===== src/rtl/rob_pkg.sv =====
// Shared reorder-buffer configuration: queue depth, entry type encoding
// and pointer helpers used by the ROB and its neighbours.
package rob_pkg;

    localparam int ROB_SIZE_WIDTH = 4;
    localparam int ROB_SIZE       = 1 << ROB_SIZE_WIDTH;

    localparam logic [ROB_SIZE_WIDTH:0]   ROB_COUNT_FULL = (ROB_SIZE_WIDTH + 1)'(ROB_SIZE);
    localparam logic [ROB_SIZE_WIDTH:0]   ROB_COUNT_ONE  = (ROB_SIZE_WIDTH + 1)'(1);
    localparam logic [ROB_SIZE_WIDTH-1:0] ROB_PTR_ONE    = ROB_SIZE_WIDTH'(1);

    typedef enum logic [1:0] {
        ROB_TYPE_REG    = 2'd0,
        ROB_TYPE_STORE  = 2'd1,
        ROB_TYPE_BRANCH = 2'd2,
        ROB_TYPE_EXIT   = 2'd3
    } rob_type_e;

    // Circular pointer advance; wraps naturally at the pointer width.
    function automatic logic [ROB_SIZE_WIDTH-1:0] rob_ptr_next(input logic [ROB_SIZE_WIDTH-1:0] p);
        return p + ROB_PTR_ONE;
    endfunction

endpackage


===== src/rtl/rob.sv =====
// Reorder buffer: circular queue of in-flight instructions. Allocates ids
// at issue, absorbs RS/LSB result broadcasts, answers operand queries with
// same-cycle forwarding, and retires in order (register write, store
// release, branch check with flush, exit).
module rob
    import rob_pkg::*;
(
    input  logic                      clk,
    input  logic                      rst,
    input  logic                      rdy,

    input  logic                      issue_valid,
    input  logic [1:0]                issue_type,
    input  logic [4:0]                issue_rd,
    input  logic                      issue_ready,
    input  logic [31:0]               issue_value,
    input  logic [31:0]               issue_pred_pc,
    output logic                      rob_full,
    output logic [ROB_SIZE_WIDTH-1:0] issue_rob_id,

    input  logic [ROB_SIZE_WIDTH-1:0] query_id1,
    input  logic [ROB_SIZE_WIDTH-1:0] query_id2,
    output logic                      query_ready1,
    output logic                      query_ready2,
    output logic [31:0]               query_value1,
    output logic [31:0]               query_value2,

    input  logic                      rs_ready,
    input  logic [ROB_SIZE_WIDTH-1:0] rs_rob_id,
    input  logic [31:0]               rs_value,
    input  logic                      lsb_ready,
    input  logic [ROB_SIZE_WIDTH-1:0] lsb_rob_id,
    input  logic [31:0]               lsb_value,

    output logic                      commit_reg_valid,
    output logic [4:0]                commit_rd,
    output logic [31:0]               commit_value,
    output logic [ROB_SIZE_WIDTH-1:0] commit_rob_id,
    output logic                      commit_store_valid,
    output logic                      rob_clear,
    output logic [31:0]               clear_pc,
    output logic                      halted
);

    logic [ROB_SIZE_WIDTH-1:0]         head_q;
    logic [ROB_SIZE_WIDTH-1:0]         tail_q;
    logic [ROB_SIZE_WIDTH:0]           count_q;

    logic [ROB_SIZE-1:0]               busy_q;
    logic [ROB_SIZE-1:0]               ready_q;
    logic [ROB_SIZE-1:0][31:0]         value_q;
    rob_type_e [ROB_SIZE-1:0]          type_q;
    logic [ROB_SIZE-1:0][4:0]          rd_q;
    logic [ROB_SIZE-1:0][31:0]         pred_pc_q;

    rob_type_e                         issue_kind;
    rob_type_e                         head_kind;
    logic                              do_issue;
    logic                              do_commit;
    logic                              mispredict;
    logic                              rs_hit;
    logic                              lsb_hit;

    assign issue_kind   = rob_type_e'(issue_type);
    assign head_kind    = type_q[head_q];
    assign rob_full     = (count_q == ROB_COUNT_FULL);
    assign issue_rob_id = tail_q;

    // The flush cycle (rob_clear high) ignores new issues and broadcasts.
    assign do_issue   = issue_valid && !rob_full && !rob_clear;
    assign do_commit  = busy_q[head_q] && ready_q[head_q] && !halted;
    assign mispredict = do_commit && (head_kind == ROB_TYPE_BRANCH)
                        && (value_q[head_q] != pred_pc_q[head_q]);
    assign rs_hit     = rs_ready && busy_q[rs_rob_id] && !rob_clear;
    assign lsb_hit    = lsb_ready && busy_q[lsb_rob_id] && !rob_clear;

    // Operand lookup with same-cycle broadcast forwarding; rs overrides lsb.
    always_comb begin
        query_ready1 = ready_q[query_id1];
        query_value1 = value_q[query_id1];
        if (lsb_ready && (lsb_rob_id == query_id1)) begin
            query_ready1 = 1'b1;
            query_value1 = lsb_value;
        end
        if (rs_ready && (rs_rob_id == query_id1)) begin
            query_ready1 = 1'b1;
            query_value1 = rs_value;
        end

        query_ready2 = ready_q[query_id2];
        query_value2 = value_q[query_id2];
        if (lsb_ready && (lsb_rob_id == query_id2)) begin
            query_ready2 = 1'b1;
            query_value2 = lsb_value;
        end
        if (rs_ready && (rs_rob_id == query_id2)) begin
            query_ready2 = 1'b1;
            query_value2 = rs_value;
        end
    end

    // Queue control, entry status/value and the registered commit/flush pulses.
    always_ff @(posedge clk or posedge rst) begin
        if (rst) begin
            head_q             <= '0;
            tail_q             <= '0;
            count_q            <= '0;
            busy_q             <= '0;
            ready_q            <= '0;
            value_q            <= '0;
            halted             <= 1'b0;
            commit_reg_valid   <= 1'b0;
            commit_rd          <= '0;
            commit_value       <= '0;
            commit_rob_id      <= '0;
            commit_store_valid <= 1'b0;
            rob_clear          <= 1'b0;
            clear_pc           <= '0;
        end else begin
            commit_reg_valid   <= 1'b0;
            commit_store_valid <= 1'b0;
            rob_clear          <= 1'b0;
            if (rdy) begin
                if (mispredict) begin
                    // Wrong-path work behind the branch is discarded wholesale.
                    head_q    <= '0;
                    tail_q    <= '0;
                    count_q   <= '0;
                    busy_q    <= '0;
                    ready_q   <= '0;
                    rob_clear <= 1'b1;
                    clear_pc  <= value_q[head_q];
                end else begin
                    if (do_issue) begin
                        busy_q[tail_q]  <= 1'b1;
                        ready_q[tail_q] <= issue_ready || (issue_kind == ROB_TYPE_STORE)
                                           || (issue_kind == ROB_TYPE_EXIT);
                        value_q[tail_q] <= issue_value;
                        tail_q          <= rob_ptr_next(tail_q);
                    end
                    if (lsb_hit) begin
                        ready_q[lsb_rob_id] <= 1'b1;
                        value_q[lsb_rob_id] <= lsb_value;
                    end
                    if (rs_hit) begin
                        ready_q[rs_rob_id] <= 1'b1;
                        value_q[rs_rob_id] <= rs_value;
                    end
                    if (do_commit) begin
                        busy_q[head_q] <= 1'b0;
                        head_q         <= rob_ptr_next(head_q);
                        unique case (head_kind)
                            ROB_TYPE_REG: begin
                                commit_reg_valid <= 1'b1;
                                commit_rd        <= rd_q[head_q];
                                commit_value     <= value_q[head_q];
                                commit_rob_id    <= head_q;
                            end
                            ROB_TYPE_STORE:  commit_store_valid <= 1'b1;
                            ROB_TYPE_EXIT:   halted             <= 1'b1;
                            ROB_TYPE_BRANCH: ;
                        endcase
                    end
                    unique case ({do_issue, do_commit})
                        2'b10:   count_q <= count_q + ROB_COUNT_ONE;
                        2'b01:   count_q <= count_q - ROB_COUNT_ONE;
                        default: count_q <= count_q;
                    endcase
                end
            end
        end
    end

    // Static entry fields, only meaningful while the entry is busy.
    always_ff @(posedge clk) begin
        if (rdy && do_issue && !mispredict) begin
            type_q[tail_q]    <= issue_kind;
            rd_q[tail_q]      <= issue_rd;
            pred_pc_q[tail_q] <= issue_pred_pc;
        end
    end

endmodule


===== config.mk =====
export PLATFORM = sky130hd
export DESIGN_NAME = rob
export DESIGN_NICKNAME = d
export VERILOG_FILES = /design/src/rtl/rob_pkg.sv /design/src/rtl/rob.sv
export SDC_FILE = /design/constraint.sdc
export NUM_CORES = 2
export LEC_CHECK = 0
export CAP_MARGIN = 30
export CELL_PAD_IN_SITES_DETAIL_PLACEMENT = 1
export CELL_PAD_IN_SITES_GLOBAL_PLACEMENT = 2
export CORE_MARGIN = 8
export CORE_UTILIZATION = 40
export DETAILED_ROUTE_END_ITERATION = 10
export GPL_ROUTABILITY_DRIVEN = 0
export PLACE_DENSITY_LB_ADDON = 0.15
export RECOVER_POWER = 25
export SLEW_MARGIN = 20
export SYNTH_ARGS = -nofsm -noshare
export SYNTH_HDL_FRONTEND = slang
export SYNTH_SLANG_ARGS = --single-unit
export TNS_END_PERCENT = 50

===== constraint.sdc =====
create_clock -name clk -period 47.6 [get_ports clk]
set_input_delay 7.14 -clock clk [delete_from_list [all_inputs] [get_ports clk]]
set_output_delay 7.14 -clock clk [all_outputs]
set_load 0.005 [all_outputs]

==> impl_metrics.toml <==
[outcome]
status = "finished with violations"
violations = "capacitance limit, slew limit"

[global_routing]
antenna_found_initial = 43
grt_use_total_pct = 32.15
grt_max_degree = 112
grt_overflow = 0
grt_pass1_vias = 65515
grt_pass1_wl_um = 492500

[critical_path]
worstPathCellList = "buf_4 > buf_4 > xor2_1 > nor4_2 > buf_4 > buf_4 > nand2_1 > o21ai_0 > clkdlybuf4s50_1"
r2r_setup_slack_ns = 38.74
end_kind = "primary output"
worstReg2RegStart = "head_q[0]$_DFFE_PP0P_"
crit_fanout = 35
rr_worst_depth = 16
start_kind = "primary input"
slowest_stage = "clkdlybuf4s50_1"
path_common_cell = "buf_4"
regToRegEndpoint = "value_q[76]$_DFFE_PP0P_"
worstSetupPathType = "primary input to primary output"
crit_required_ns = 40.46
slowest_delay_ns = 0.68
cp.arrival_ns = 11.13

[min_path]
hold-path-endpoint = "commit_rob_id[0]$_DFFE_PP0P_"
hold_depth = 2
hp-class = "flip-flop to flip-flop"
worstHoldStart = "commit_rob_id[0]$_DFFE_PP0P_"

[die]
die_w_um = 457.2
die_y_um = 457.2
pin_count = 306
initial_core_util_pct = 40.10
rows = 162
fp.dieArea_mm2 = 0.2090
core_mm2 = 0.1942

[routing]
drtAntennaViolNets = 0
drt-initial-drc-count = 6216
num_vias = 62648
drt_wl_total_um = 344900
via_per_inst = 6.627
avgRoutedWirePerCell_um = 36.49
drt_first_pass_iters = 5
drc = 0

[synth]
synth_area_mm2 = 0.07786
avgSynthCellArea_um2 = 11.26
synth_cells = 6912
synth-seq-cells = 1258
yosysWarnings = 0
yosysUniqueCellTypes = 51
async_reset_ff_share_pct = 50.40
ys_seq_area_share_pct = 44.44
syn-num-nets = 7080
synth_edf_count = 624
synth_top_flop_cell = "dfrtp_1"

[job]
drv_cap = 1

[placement]
portBuffers = 305
placed_area_mm2 = 0.08288
dp_hpwl_um = 202700

[clocking]
cts_hold_buf = 0
cts_tree = "yes"
cts_resized = 0
clk_path_buf_depth = 3
cts_root_buf = "clkbuf_16"
htreeDepth = 4
cts_setup_buffers = 0
cts.reportedPaths.clkPinSlew_ns = 0.06
cts.sinks = 1258
numCtsBuffers = 152
worst_skew_pair.late_latency_ns = 0.84

[timing]
final.setup.tns_ns = 0
worst_pin_slew_ns = 5.503
setup_viol_count_final = 0
slew_violations = 101
finalHoldViolations = 0
fin_crit_sh_pct = 38.38
max_freq_mhz = 54.74
max_slew_margin_pct = -268.9
fin_crit_ns = 18.27
rsz0062_at_grt = "no"
skew_ns = 0.05982

[power_and_ir_drop]
seq_power_share_pct = 33.2
ir_drop_uv = 38.06
comb_power_share_pct = 40.5
clkPwrFrac_pct = 26.3
swShare_pct = 38.53
p_per_area_mw_per_mm2 = 52.98
finalPower_mw = 4.679
p_leak_nw = 35.22
p_sw_mw = 1.803
p_int_mw = 2.876

[cells_and_area]
final_cell_area_mm2 = 0.08831
drive_gt1_share_pct = 25.07
area_delta_synth_final_pct = 13.42
nets = 6934
[per-stage QoR]
step	setup slack (ns)	util (%)	hold WS [ns]	std cells
after detailed placement	29.34	42.68	0.4953	9145
after CTS	29.34	45.35	0.5108	9421
final	29.33	45.48	0.5023	9453
after floorplan	22.70	-	0.4733	6912
after global routing	29.19	45.46	0.5260	9440
after global placement	29.37	42.54	0.4705	9133
[cells in the final DEF, fill, tap and decap left out, types with 129 or more instances in the layout]
master,n
mux2_2,550
edfxtp_1,624
a21oi_1,156
nand2_1,1063
dfrtp_1,632
nor2_1,161
buf_4,160
clkbuf_16,152
a22oi_1,129
mux4_2,631
nand3_1,598
mux2i_1,291
o21ai_0,976
clkdlybuf4s50_1,256
[cell families (layout without fill, tap and decap cells)]
kind of cell | count (synthesis) | count (layout) | share of synthesized area [%]
adders and majority gates | 10 | 10 | 0.1607
DFF | 1258 | 1258 | 44.44
AOI/OAI and AO/OA | 1303 | 1303 | 9.004
xor gates and xnor gates | 53 | 53 | 0.5962
muxes | 1504 | 1504 | 30.55
other | 0 | 23 | 0
and+or+nand+nor | 1986 | 1986 | 10.97
buffers and inverters | 798 | 774 | 4.279
[worst max-delay path, delay by kind of cell]
kind,cells,cell delay [ns]
xor+xnor,1,0.17
simple gates,2,0.40
buf+inv,5,2.87
compound gates,1,0.44
[sequential cells by signal, indices dropped and copies added, names as in the netlist]
signal and count:
ready_q 16, busy_q 16, rob_clear 1, halted 1, count_q 5, issue_rob_id 4, commit_reg_valid 1, rd_q 80
commit_rd 5, commit_rob_id 4, value_q 512, head_q 4, type_q 32, pred_pc_q 512, commit_store_valid 1, commit_value 32
clear_pc 32
[Yosys cell counts (all sizes together) (11+ instances only)]
master	number	share of area, %
mux2	582	8.6
nor4	14	0.11
a21oi	156	1.0
o21ai	977	6.3
edfxtp	624	24
mux4	631	18
nand3	600	3.9
buf	224	1.5
nand2	1085	5.2
inv	13	0.063
clkbuf	560	2.7
xor2	46	0.52
nor3b	16	0.19
a22oi	129	1.2
nor2	192	0.94
nor3	11	0.071
and2	20	0.16
dfrtp	634	20
mux2i	291	3.7
nand4	12	0.096
o211a	11	0.14
[power groups by stage]
stage               Combinational (mW)  Sequential, mW  Clock, mW
CTS                               1.89            1.54       1.25
finish                            1.89            1.55       1.23
detailed placement                1.88            1.57          0
global route                      2.01            1.57       1.29
global placement                  1.83            1.55          0
floorplan                         1.23            1.46          0
[worst max-delay path by stage]
stage / start / end / slack (ns)
floorplan: rst / busy_q[0]$_DFFE_PP0P_ / 22.70
global placement: query_id2[2] / query_value2[5] / 29.37
detailed placement: query_id2[2] / query_value2[5] / 29.34
CTS: query_id2[2] / query_value2[5] / 29.34
global route: query_id1[0] / query_value1[9] / 29.19
finish: query_id2[2] / query_value2[6] / 29.33
[cell type report]
type / count / area [um^2]
Antenna cell: 23 / 57.56
Clock buffer: 207 / 4210
Fill cell: 20221 / 105900
Timing Repair Buffer: 484 / 4728
Sequential cell: 1258 / 34610
Multi-Input combinational cell: 4856 / 40490
Clock inverter: 69 / 979.7
Inverter: 14 / 57.56
Tap cell: 2542 / 3181
[layer usage]
layer / GRT usage [%] / wire, um / vias up / part of all wire [%]
li1: - / - / 25546 / -
met1: 40.68 / 135000 / 33264 / 39
met2: 52.33 / 162500 / 2915 / 47
met3: 6.382 / 26140 / 901 / 7.6
met4: 16.97 / 21120 / 22 / 6.1
met5: 0 / 139 / - / 0.040
(Power assumes the default switching activity.)
